===== config.mk =====
export PLATFORM = sky130hd
export DESIGN_NAME = sm4_inv_sbox_engine
export DESIGN_NICKNAME = d
export VERILOG_FILES = /design/src/rtl/sm4_inv_sbox_engine.sv
export SDC_FILE = /design/constraint.sdc
export NUM_CORES = 2
export LEC_CHECK = 0
export CAP_MARGIN = 15
export CELL_PAD_IN_SITES_DETAIL_PLACEMENT = 0
export CELL_PAD_IN_SITES_GLOBAL_PLACEMENT = 1
export CORE_MARGIN = 2
export CORE_UTILIZATION = 56
export DETAILED_ROUTE_END_ITERATION = 10
export GPL_TIMING_DRIVEN = 0
export PLACE_DENSITY = 0.85
export RECOVER_POWER = 50
export SLEW_MARGIN = 5
export SYNTH_ARGS = -nofsm -noshare
export SYNTH_HDL_FRONTEND = slang
export SYNTH_SLANG_ARGS = --single-unit
export TNS_END_PERCENT = 100

===== constraint.sdc =====
create_clock -name clk -period 10.9 [get_ports clk]
set_clock_uncertainty 0.2 [all_clocks]
set_input_delay 3.27 -clock clk [delete_from_list [all_inputs] [get_ports clk]]
set_output_delay 3.27 -clock clk [all_outputs]
set_load 0.05 [all_outputs]

===== src/rtl/sm4_inv_sbox_engine.sv =====
// sm4_inv_sbox_engine
//   Self-initialising SM4 inverse S-box lookup engine. After reset, each cycle
//   one counter value x is run through the forward SM4 S-box and stored as
//   table[S(x)] = x. That takes 256 cycles. The engine then serves one inverse
//   lookup per cycle over a valid/ready stream.
//
// Parameters
//   INIT_CHECK : 1 = keep a written-bitmap and flag duplicate forward outputs
//                during the table build (init_err); 0 = no bitmap, init_err = 0.
//
// Ports
//   clk, rst          : single clock; synchronous active-high reset
//   in_valid/in_ready : request handshake; in_byte is the S-box output y
//   out_valid/out_ready, out_byte : result handshake; out_byte = x with S(x) = y
//   init_done         : table build complete, lookups enabled
//   init_err          : sticky duplicate-detected flag (cleared only by rst)
module sm4_inv_sbox_engine #(
  parameter bit INIT_CHECK = 1'b1
) (
  input  logic       clk,
  input  logic       rst,
  input  logic       in_valid,
  output logic       in_ready,
  input  logic [7:0] in_byte,
  output logic       out_valid,
  input  logic       out_ready,
  output logic [7:0] out_byte,
  output logic       init_done,
  output logic       init_err
);

  localparam logic [7:0] SBOX [256] = '{
    8'hd6, 8'h90, 8'he9, 8'hfe, 8'hcc, 8'he1, 8'h3d, 8'hb7, 8'h16, 8'hb6, 8'h14, 8'hc2, 8'h28, 8'hfb, 8'h2c, 8'h05,
    8'h2b, 8'h67, 8'h9a, 8'h76, 8'h2a, 8'hbe, 8'h04, 8'hc3, 8'haa, 8'h44, 8'h13, 8'h26, 8'h49, 8'h86, 8'h06, 8'h99,
    8'h9c, 8'h42, 8'h50, 8'hf4, 8'h91, 8'hef, 8'h98, 8'h7a, 8'h33, 8'h54, 8'h0b, 8'h43, 8'hed, 8'hcf, 8'hac, 8'h62,
    8'he4, 8'hb3, 8'h1c, 8'ha9, 8'hc9, 8'h08, 8'he8, 8'h95, 8'h80, 8'hdf, 8'h94, 8'hfa, 8'h75, 8'h8f, 8'h3f, 8'ha6,
    8'h47, 8'h07, 8'ha7, 8'hfc, 8'hf3, 8'h73, 8'h17, 8'hba, 8'h83, 8'h59, 8'h3c, 8'h19, 8'he6, 8'h85, 8'h4f, 8'ha8,
    8'h68, 8'h6b, 8'h81, 8'hb2, 8'h71, 8'h64, 8'hda, 8'h8b, 8'hf8, 8'heb, 8'h0f, 8'h4b, 8'h70, 8'h56, 8'h9d, 8'h35,
    8'h1e, 8'h24, 8'h0e, 8'h5e, 8'h63, 8'h58, 8'hd1, 8'ha2, 8'h25, 8'h22, 8'h7c, 8'h3b, 8'h01, 8'h21, 8'h78, 8'h87,
    8'hd4, 8'h00, 8'h46, 8'h57, 8'h9f, 8'hd3, 8'h27, 8'h52, 8'h4c, 8'h36, 8'h02, 8'he7, 8'ha0, 8'hc4, 8'hc8, 8'h9e,
    8'hea, 8'hbf, 8'h8a, 8'hd2, 8'h40, 8'hc7, 8'h38, 8'hb5, 8'ha3, 8'hf7, 8'hf2, 8'hce, 8'hf9, 8'h61, 8'h15, 8'ha1,
    8'he0, 8'hae, 8'h5d, 8'ha4, 8'h9b, 8'h34, 8'h1a, 8'h55, 8'had, 8'h93, 8'h32, 8'h30, 8'hf5, 8'h8c, 8'hb1, 8'he3,
    8'h1d, 8'hf6, 8'he2, 8'h2e, 8'h82, 8'h66, 8'hca, 8'h60, 8'hc0, 8'h29, 8'h23, 8'hab, 8'h0d, 8'h53, 8'h4e, 8'h6f,
    8'hd5, 8'hdb, 8'h37, 8'h45, 8'hde, 8'hfd, 8'h8e, 8'h2f, 8'h03, 8'hff, 8'h6a, 8'h72, 8'h6d, 8'h6c, 8'h5b, 8'h51,
    8'h8d, 8'h1b, 8'haf, 8'h92, 8'hbb, 8'hdd, 8'hbc, 8'h7f, 8'h11, 8'hd9, 8'h5c, 8'h41, 8'h1f, 8'h10, 8'h5a, 8'hd8,
    8'h0a, 8'hc1, 8'h31, 8'h88, 8'ha5, 8'hcd, 8'h7b, 8'hbd, 8'h2d, 8'h74, 8'hd0, 8'h12, 8'hb8, 8'he5, 8'hb4, 8'hb0,
    8'h89, 8'h69, 8'h97, 8'h4a, 8'h0c, 8'h96, 8'h77, 8'h7e, 8'h65, 8'hb9, 8'hf1, 8'h09, 8'hc5, 8'h6e, 8'hc6, 8'h84,
    8'h18, 8'hf0, 8'h7d, 8'hec, 8'h3a, 8'hdc, 8'h4d, 8'h20, 8'h79, 8'hee, 8'h5f, 8'h3e, 8'hd7, 8'hcb, 8'h39, 8'h48
  };

  typedef enum logic {
    ST_INIT = 1'b0,
    ST_RUN  = 1'b1
  } state_e;

  state_e     state_q;
  logic [7:0] cnt_q;
  logic [7:0] cnt_d;
  logic       out_valid_q;
  logic [7:0] out_byte_q;
  logic [7:0] tbl_q [256];
  logic [7:0] fwd_y;
  logic       accept;

  // Forward S-box image of the sweep counter; this is the table write address.
  assign fwd_y = SBOX[cnt_q];
  assign cnt_d = cnt_q + 8'd1;

  // in_ready looks at out_ready combinationally so a full output register can
  // drain and refill on the same edge (full throughput without a skid buffer).
  assign in_ready  = (state_q == ST_RUN) && (!out_valid_q || out_ready);
  assign accept    = in_valid && in_ready;
  assign out_valid = out_valid_q;
  assign out_byte  = out_byte_q;
  assign init_done = (state_q == ST_RUN);

  always_ff @(posedge clk) begin
    if (rst) begin
      state_q     <= ST_INIT;
      cnt_q       <= 8'h00;
      out_valid_q <= 1'b0;
      out_byte_q  <= 8'h00;
    end else begin
      case (state_q)
        ST_INIT: begin
          cnt_q <= cnt_d;
          if (cnt_q == 8'hFF) begin
            state_q <= ST_RUN;
          end
        end
        ST_RUN: begin
          if (accept) begin
            out_valid_q <= 1'b1;
            out_byte_q  <= tbl_q[in_byte];
          end else if (out_ready) begin
            out_valid_q <= 1'b0;
          end
        end
        default: state_q <= ST_INIT;
      endcase
    end
  end

  // Table storage carries no reset; it is fully rewritten after every reset.
  always_ff @(posedge clk) begin
    if (!rst && (state_q == ST_INIT)) begin
      tbl_q[fwd_y] <= cnt_q;
    end
  end

  generate
    if (INIT_CHECK) begin : g_check
      logic [255:0] bitmap_q;
      logic         err_q;

      always_ff @(posedge clk) begin
        if (rst) begin
          bitmap_q <= '0;
          err_q    <= 1'b0;
        end else if (state_q == ST_INIT) begin
          // A second write to the same entry means the forward map is not
          // a permutation, so some inverse entry is left stale.
          if (bitmap_q[fwd_y]) begin
            err_q <= 1'b1;
          end
          bitmap_q[fwd_y] <= 1'b1;
        end
      end

      assign init_err = err_q;
    end else begin : g_nocheck
      assign init_err = 1'b0;
    end
  endgenerate

endmodule

==> results.ini <==
[worst_hold_path]
hold-path-cell-count=2
hold_path_class=flop to flop
worstHoldEndpoint=g_check.bitmap_q[104]
worstHoldStart=g_check.bitmap_q[104]

[detailed_routing]
drtIter0Drc=9067
dr.pass1.iters=7
routedWlPerCell_um=36.7
dr_total_vias=53600
drc=0
viasPerCell=6.93
postRouteWirelength_um=284000
ant_nets=0

[cts]
cts_resized=0
clock_latency_ps=860
root_buffer=clkbuf_16
cts_sinks=2323
cts_buffers=213
post_cts_buffers=0
htree_num_levels=4
cts_tree=done
cts.hold.buffers_added=0
cts_buffer_depth=3
path_clk_slew_ps=60

[flow_run]
maxCapViolCount=34

[layout]
area_growth_pct=11.4
final_nets=5394
drive_gt1_frac=0.205
final_cell_area_mm2=0.104
seqCellArea_mm2=0.0670
fin_util=0.630
nFillCells=10900
multi_input_area_mm2=0.0237

[worst_setup_path]
cp.arrival_ps=9680
criticalPathCategory=flop to flop
cp-start-kind=flop
cp_common_cell=clkbuf_1
r2r_cells=17
r2r_start=cnt_q[1]
cp.depth=17
cp-end-kind=flop
path_cells=buf_16 -> clkbuf_1 -> inv_1 -> ha_1 -> clkbuf_1 -> clkbuf_1 -> o2111ai_1 -> o21ai_0 -> nor4_1 -> or4_1 -> buf_6 -> buf_6 -> clkbuf_1 -> or3b_2 -> clkbuf_1 -> clkbuf_1 -> nor2_1
timing.rr.end=tbl_q[225][0]
cp_slowest_cell=dfxtp_1
critPathBufInv=10
crit_family=buffers and inverters
required_ps=11110
ff2ff_setup_slack_ps=1430
worst-path-max-fanout=72
max_stage_delay_ps=1660

[pwr]
power.total_mw=18.7
leakagePower_nw=32.6
power_density_mw_per_mm2=179
vdd_drop_max_uv=152

[placement]
io_buffers=15
placed_area_mm2=0.0977
place_ws_ps=2150
gp_congestion=0.990
hpwl_um=184000

[synthesis]
synth_top_area_frac=0.658
synth_area_leaders=edfxtp_1 66%, mux4_2 16%, dfxtp_1 5.9%, o22ai_1 1.8%, nor2_1 1.4%
synth_area_mm2=0.0935
synth_top_family_by_area=multiplexers
yosys-top-cells-count=2048 x edfxtp_1, 684 x mux4_2, 358 x nor2_1
ys_seq_elements=2323
synth_edf_count=2048
yosys_most_used_dff=edfxtp_1
synth_compound_area_frac=0.0449
synthXorXnorAreaFrac=0.000642
syn_inst=5071
synth_most_common_cell=edfxtp_1
ys_types=87
yosys_warnings=0
syn-num-nets=5100
muxShareOfSynthArea=0.175
yosysSeqAreaShare=0.717
yosys.area_share.adder=0.00228
async_reset_ff_frac=0
syn_avg_cell_area_um2=18.4
synth-simple-area-share=0.0304
yosysTopAreaCell=edfxtp_1

[timing]
finalMaxSlewViolations=1885
finalWorstSetupSlack_ps=1430
tightestPinTransition_ps=4340
hold_violations=0
relSlewSlack=-1.90
post-route-period-util=0.869
grt_setup_unrepaired=no
setup_viol=0
fmax_mhz=106
finalCriticalPeriod_ps=9470

[floorplanning]
core_mm2=0.165
fp.dieW_um=413
initial_core_util=0.565
pin_count=24
die_area_mm2=0.170
die_h_um=413
fp-row-count=149

[status]
failed_checks=max-capacitance violations, max-slew violations
status=finished, violations left

[grt]
grt_max_degree=87
grt_pass1_vias=52200
grt_pass1_wl_um=398000
grt_antenna_before_repair=10
grt_overflow=0
grtUsageTotal=0.336

==> metal layers <==
metal | track usage | wire, um
met2 | 0.514 | 131000
met3 | 0.0877 | 35600
met4 | 0.173 | 17800
met5 | 0 | 93
met1 | 0.449 | 99500
==> worst max-delay path by stage <==
| stage | slack (ps) | to | start |
|---|---|---|---|
| after floorplan | 2670 | tbl_q[143][0] | cnt_q[1] |
| after global placement | -4490 | tbl_q[103][0] | cnt_q[1] |
| after detailed placement | 2150 | out_byte[7] | in_byte[0] |
| after CTS | 2540 | in_ready | out_ready |
| after global routing | 1250 | tbl_q[224][1] | cnt_q[1] |
| final | 1430 | tbl_q[225][0] | cnt_q[1] |
==> sequential cells by signal (all words and copies together), names as in the netlist <==
register,flops
init_err,1
init_done,1
tbl_q,2048
out_valid,1
g_check.bitmap_q,256
cnt_q,8
out_byte,8
==> power breakdown <==
| part | switching (mW) | total, mW | internal [mW] |
|---|---|---|---|
| logic | 1.01 | 1.54 | 0.522 |
| registers | 0.0287 | 9.70 | 9.67 |
| clock network | 3.30 | 7.45 | 4.14 |
| total | 4.35 | 18.7 | 14.3 |
==> per-stage QoR <==
stage	TNS, ps	hold slack, ps	cells
global route	0	282	7737
CTS	0	271	7724
floorplan	0	251	5071
global placement	-9172220	258	7275
finish	0	271	7743
detailed placement	0	262	7326
==> cell type report <==
cell class	instances	area share
Multi-Input combinational cell	2074	0.227
Timing Repair Buffer	79	0.0101
Inverter	269	0.00969
Clock inverter	111	0.0111
Sequential cell	2323	0.643
Tap cell	2189	0.0263
Clock buffer	287	0.0549
Antenna cell	6	0.000144
Buffer	405	0.0171
==> cell families (layout without fill, tap and decap cells) <==
family                     count (synthesis)  in the layout
muxes                                    782            782
DFF                                     2323           2323
buffers and inverters                    674           1151
xor gates and xnor gates                   6              6
other                                      0              6
adders and majority gates                 17             17
and+or+nand+nor                          636            636
AOI/OAI and AO/OA                        633            633
==> worst register-to-register path: cells and delay by family, from the launching register on <==
| kind | cells | cell delay (ps) |
|---|---|---|
| buffers and inverters | 10 | 4640 |
| AOI/OAI and AO/OA | 2 | 330 |
| DFF | 1 | 1660 |
| and+or+nand+nor | 4 | 1760 |
| adders and majority gates | 1 | 420 |
==> placed cells by master, fill, tap and decap left out, types with 12 or more instances in the layout <==
| cell | instances |
|---|---|
| edfxtp_1 | 2048 |
| mux4_2 | 684 |
| nor2_1 | 358 |
| clkbuf_1 | 321 |
| dfxtp_1 | 275 |
| o22ai_1 | 269 |
| inv_1 | 267 |
| clkbuf_16 | 214 |
| nand2_1 | 98 |
| a21oi_1 | 98 |
| mux2i_1 | 96 |
| buf_1 | 85 |
| o21ai_0 | 55 |
| a22oi_1 | 48 |
| clkinv_1 | 41 |
| buf_2 | 30 |
| clkinv_2 | 30 |
| nor2b_1 | 28 |
| nor3_1 | 27 |
| nand2b_1 | 25 |
| clkbuf_2 | 25 |
| nand3_1 | 23 |
| o211ai_1 | 22 |
| buf_6 | 21 |
| bufinv_16 | 19 |
| a211oi_1 | 18 |
| buf_8 | 17 |
| ha_1 | 17 |
| buf_16 | 17 |
| buf_4 | 14 |
| or3_1 | 13 |
| a221oi_1 | 12 |
| a31oi_1 | 12 |
(Power assumes the default switching activity.)
